### config.mk
export PLATFORM = sky130hd
export DESIGN_NAME = hack_mem_loader
export DESIGN_NICKNAME = d
export VERILOG_FILES = /design/src/rtl/hack_mem_loader.sv
export SDC_FILE = /design/constraint.sdc
export NUM_CORES = 1
export LEC_CHECK = 0
export BUFFER_PORTS_ARGS = -buffer_cell sky130_fd_sc_hd__buf_2
export CORE_MARGIN = 4
export CORE_UTILIZATION = 50
export CTS_CLUSTER_DIAMETER = 100
export CTS_CLUSTER_SIZE = 10
export DETAILED_ROUTE_END_ITERATION = 12
export PLACE_DENSITY = 0.82
export SYNTH_ARGS = -nofsm -noshare
export SYNTH_HDL_FRONTEND = slang
export SYNTH_SLANG_ARGS = --single-unit
### constraint.sdc
create_clock -name clk -period 3.2 [get_ports clk]
set_input_delay 0.64 -clock clk [delete_from_list [all_inputs] [get_ports clk]]
set_output_delay 0.64 -clock clk [all_outputs]
set_load 0.02 [all_outputs]
### src/rtl/hack_mem_loader.sv
// Length-prefixed byte-stream loader that owns the Hack data RAM write port while loading.
// Optional trailer checksum enabled by defining LOADER_CHECKSUM_EN.
module hack_mem_loader #(
    parameter int unsigned ADDR_W = 14,
    parameter int unsigned WIDTH  = 16
) (
    input  logic              clk,
    input  logic              rst_n,
    input  logic              start,
    input  logic              rx_valid,
    input  logic [7:0]        rx_data,
    output logic              rx_ready,
    input  logic              cpu_we,
    input  logic [ADDR_W-1:0] cpu_addr,
    input  logic [WIDTH-1:0]  cpu_d_in,
    output logic              ram_we,
    output logic [ADDR_W-1:0] ram_addr,
    output logic [WIDTH-1:0]  ram_d_in,
    output logic              cpu_hold,
    output logic              busy,
    output logic              done,
    output logic              err
);

    localparam int unsigned DEPTH = 2 ** ADDR_W;
    localparam int unsigned LEN_W = 16;

    typedef enum logic [2:0] {
        S_IDLE,
        S_LEN_HI,
        S_LEN_LO,
        S_DATA_HI,
        S_DATA_LO,
        S_WRITE,
        S_CHECK,
        S_DONE
    } state_t;

    state_t              state_q, state_nxt;
    logic [ADDR_W-1:0]   ptr_q;
    logic [LEN_W-1:0]    len_q;
    logic [WIDTH-1:0]    word_q;
    logic                err_q;
    logic                rx_ready_q;
    logic                we_q;
    logic                done_q;
    logic                busy_q;

    logic                accept_c;
    logic [LEN_W-1:0]    n_full_c;
    logic                too_long_c;
    logic                last_word_c;

`ifdef LOADER_CHECKSUM_EN
    logic [7:0]          csum_q;
`endif

    assign accept_c    = rx_valid && rx_ready_q;
    assign n_full_c    = {len_q[LEN_W-1:8], rx_data};
    assign too_long_c  = 32'(n_full_c) > DEPTH;
    assign last_word_c = 32'(ptr_q) == (32'(len_q) - 32'd1);

    // Next-state logic
    always_comb begin
        state_nxt = state_q;
        unique case (state_q)
            S_IDLE:    if (start) state_nxt = S_LEN_HI;
            S_LEN_HI:  if (accept_c) state_nxt = S_LEN_LO;
            S_LEN_LO: begin
                if (accept_c) begin
                    if (n_full_c == LEN_W'(0) || too_long_c) state_nxt = S_DONE;
                    else                                     state_nxt = S_DATA_HI;
                end
            end
            S_DATA_HI: if (accept_c) state_nxt = S_DATA_LO;
            S_DATA_LO: if (accept_c) state_nxt = S_WRITE;
            S_WRITE: begin
                if (last_word_c) begin
`ifdef LOADER_CHECKSUM_EN
                    state_nxt = S_CHECK;
`else
                    state_nxt = S_DONE;
`endif
                end else begin
                    state_nxt = S_DATA_HI;
                end
            end
`ifdef LOADER_CHECKSUM_EN
            S_CHECK:   if (accept_c) state_nxt = S_DONE;
`endif
            S_DONE:    state_nxt = S_IDLE;
            default:   state_nxt = S_IDLE;
        endcase
    end

    // State and registered status outputs, all decoded from the next state
    always_ff @(posedge clk or negedge rst_n) begin
        if (!rst_n) begin
            state_q    <= S_IDLE;
            rx_ready_q <= 1'b0;
            we_q       <= 1'b0;
            done_q     <= 1'b0;
            busy_q     <= 1'b0;
        end else begin
            state_q    <= state_nxt;
            rx_ready_q <= (state_nxt == S_LEN_HI)  || (state_nxt == S_LEN_LO)  ||
                          (state_nxt == S_DATA_HI) || (state_nxt == S_DATA_LO) ||
                          (state_nxt == S_CHECK);
            we_q       <= (state_nxt == S_WRITE);
            done_q     <= (state_nxt == S_DONE);
            busy_q     <= (state_nxt != S_IDLE);
        end
    end

    // Datapath: length, word assembly, write pointer, error flag
    always_ff @(posedge clk or negedge rst_n) begin
        if (!rst_n) begin
            ptr_q  <= '0;
            len_q  <= '0;
            word_q <= '0;
            err_q  <= 1'b0;
`ifdef LOADER_CHECKSUM_EN
            csum_q <= '0;
`endif
        end else begin
            unique case (state_q)
                S_IDLE: begin
                    if (start) begin
                        ptr_q <= '0;
                        err_q <= 1'b0;
`ifdef LOADER_CHECKSUM_EN
                        csum_q <= '0;
`endif
                    end
                end
                S_LEN_HI: if (accept_c) len_q[LEN_W-1:8] <= rx_data;
                S_LEN_LO: begin
                    if (accept_c) begin
                        len_q[7:0] <= rx_data;
                        if (too_long_c) err_q <= 1'b1;
                    end
                end
                S_DATA_HI: begin
                    if (accept_c) begin
                        word_q[WIDTH-1 -: 8] <= rx_data;
`ifdef LOADER_CHECKSUM_EN
                        csum_q <= csum_q ^ rx_data;
`endif
                    end
                end
                S_DATA_LO: begin
                    if (accept_c) begin
                        word_q[7:0] <= rx_data;
`ifdef LOADER_CHECKSUM_EN
                        csum_q <= csum_q ^ rx_data;
`endif
                    end
                end
                S_WRITE: ptr_q <= ptr_q + ADDR_W'(1);
`ifdef LOADER_CHECKSUM_EN
                S_CHECK: if (accept_c && (rx_data != csum_q)) err_q <= 1'b1;
`endif
                default: ;
            endcase
        end
    end

    // RAM port: CPU pass-through in IDLE, loader registers otherwise
    assign ram_we   = (state_q == S_IDLE) ? cpu_we   : we_q;
    assign ram_addr = (state_q == S_IDLE) ? cpu_addr : ptr_q;
    assign ram_d_in = (state_q == S_IDLE) ? cpu_d_in : word_q;

    assign rx_ready = rx_ready_q;
    assign cpu_hold = busy_q;
    assign busy     = busy_q;
    assign done     = done_q;
    assign err      = err_q;

endmodule
==> results.md <==
- Final wirelength: 7930 um
- Fin. Hold Viols: 0
- CTS tree: done
- Slew Viols, Final: 0
- Crit path max fanout: 18
- CTS H-tree depth: 2
- Die height: ~88 um
- Sw frac: between 40% and 50%
- TritonCTS buffer count: 5
- Synthesized area: roughly 3200 um^2
- Synth Register Bits: between 50 and 60
- Drt first pass iters: 4
- Synthesized netlist cell count: ~300
- Routability Congestion: 0.987
- Post-synth EDFFs: 0
- Max-cap violations: 0
- Critical path class: reg2out
- Class of the worst hold path: in2async
- Commonest cells after routing, fill and taps aside: 78 x buf_2, 60 x mux2_2, 54 x dfrtp_1
- CP peak stage delay: between 500 and 600 ps
- ANT nets after route: 0
- Worst Skew: around 5.2 ps
- Startpoint type of the worst setup path: flip-flop
- Critical Path AT: roughly 1900 ps
- Max clock buf depth: 2
- Minimum clock period: approximately 2500 ps
- Die Wd: around 90 um
- Crit-path leading delay family: flip-flops
- Ys async rst share: between 90% and 100%
- Final setup margin: 685 ps
- Max Clk Rate: 398 MHz
- Final nets: around 420
- Vias post-DR: 2654
- Clock slew at reported path FFs: 100 ps
- Avg Synthesized Cell Area: about 10 um^2
- Total track usage: between 20% and 30%
- Core footprint: approximately 6000 um^2
- Grt ovf: 0
- Layout Utilization: between 60% and 70%
- DRC viols: 0
- Synth-to-Final Area Change: 17.9%
- Worst-Margin Slew: approximately 860 ps
- Cell row count: 28
- # diodes: 0
- Port buffer count: 78
- Clk pwr share: a little over an eighth
- Critical Path Sink Type: output port
- Most common cell after layout, fill and taps aside: buf_2
- Max transition margin: between 40 and 50%
- Pint: slightly above 2 mW
- CP Buf/Inv Count: 2
- Clock Latency Late Sink: ~310 ps
- Final setup vio count: 0
- Unrepaired setup endpoints after global routing: false
- Final Cycle Share: between 70% and 80%
- Syn nets: roughly 350
- Post-route cell area: approximately 3700 um^2
- Post-synthesis sequential area ratio: between 40% and 50%
- Max VDD drop: ~0.63 mV
- Initial antenna violation count: 0
- Starting Density: about 53%
- Pre-CTS setup slack: 738 ps
- Comb pwr share: about half
- Reg-to-Reg End: rx_ready
- Leak pwr: about 1.8 nW
- R2R Path Start: len_q[0]
- Sequential share of power: around a third
- Clock Root Buffer: clkbuf_8
- Critical-path top delay cell: dfrtp_1
- Drt wl/cell: between 15 and 20 um
- CTS hold repair buffers: 0
- Area of the multi-input gates: between 1500 and 2000 um^2
- Worst reg-to-reg setup slack: between 700 and 800 ps
- Ys flop type: dfrtp_1
- DR vias/cell: ~5.9
- Ys Warns: 0
- Post-CTS Resized: 0
- Vias in the first global route: about 2600
- Cell Pwr Density: approximately 950 nW/um^2
- I/O Pins: 79
- Sw power: roughly 1.5 mW
- Placed instance area: about 3600 um^2
- CTS Sinks: between 50 and 60
- Storage cell area: between 1000 and 1500 um^2
- CP required: roughly 2600 ps
- R2R depth: 6
- First-pass GRT wire length: roughly 13000 um
- Post-CTS repair timing setup buffer count: 0
- Die footprint: about 7700 um^2
- Detailed Place HPWL: about 6100 um
- Layout fillers: 520
- Netlist cell types: 44
- Largest net degree at the start of global routing: 36
- CP cell instances: nor3_2 > buf_4 > mux2_2 > buf_2
- Layout cells sized above 1: between 40 and 50%
- Status: finished clean
- DRT iter0 DRCs: 138
- Setup TNS: 0 ps
[worst max path at each step]
stage                    start      endpoint  slack (ps)  cells past startpoint
floorplan           state_q[0]   ram_addr[0]         730                      4
CTS                 state_q[0]  ram_addr[13]         660                      4
global placement      len_q[0]      rx_ready         790                      6
finish              state_q[0]  ram_addr[13]         680                      4
global route          len_q[0]      rx_ready         490                      8
detailed placement    len_q[0]      rx_ready         740                      6
[routing by layer]
| layer | share of wire (%) | vias to the layer above | global-route usage [%] |
|---|---|---|---|
| met4 | 0.83 | 0 | 5.16 |
| met5 | 0 | - | 0 |
| met3 | 6.1 | 7 | 4.52 |
| li1 | - | 1276 | - |
| met1 | 44 | 1279 | 30.0 |
| met2 | 49 | 92 | 37.2 |
[layout make-up]
class | instances | area share, %
inverter | 4 | 0.402
clock buffer | 6 | 1.94
tap | 75 | 2.51
timing repair buffer | 83 | 11.4
sequential | 54 | 36.1
clock inverter | 2 | 1.00
multi-input combinational | 229 | 46.6
[cells in the mapped netlist, drive strengths merged (4+ instances only)]
cell type,number,area [um^2]
a31oi,4,25.0
a21oi,8,40.0
o21ai,21,105
inv,4,15.0
nand4,8,50.1
and3,8,50.1
nor4,7,50.1
xor2,5,43.8
nor2,12,45.0
dfrtp,54,1350
nand3,8,40.0
nand2,22,82.6
nand2b,5,31.3
or4,6,53.8
xnor2,11,96.3
clkbuf,15,56.3
o31ai,4,30.0
mux2,60,676
nor3,7,35.0
[flip-flops by register name (all words and copies together), names as in the netlist]
register,flops
rx_ready,1
err,1
len_q,16
busy,1
done,1
word_q,16
ptr_q,14
we_q,1
state_q,3
[per-stage QoR]
stage	hold WS [ps]	instances	power [mW]
after CTS	289	453	3.56
after floorplan	344	304	2.57
final	272	453	3.54
after global placement	487	445	3.05
after global routing	297	453	3.81
after detailed placement	490	445	3.09
[power by group through the flow]
stage | clock (mW) | combinational, mW | sequential, mW
global placement | 0 | 1.81 | 1.24
floorplan | 0 | 1.46 | 1.11
global route | 0.505 | 2.01 | 1.29
finish | 0.463 | 1.83 | 1.24
detailed placement | 0 | 1.84 | 1.25
CTS | 0.471 | 1.85 | 1.24
[kinds of logic (layout without fill, tap and decap cells)]
logic type               Yosys count  count (layout)  synth area share [%]
AO/OA/AOI/OAI                     47              47                  8.76
AND/OR/NAND/NOR                  101             101                  18.5
XOR/XNOR                          16              16                  4.42
flip-flops                        54              54                  42.6
buffers and inverters             21              95                  2.64
adder cells (fa/ha/maj)            2               2                 0.789
multiplexers                      63              63                  22.3
(Power assumes the default switching activity.)
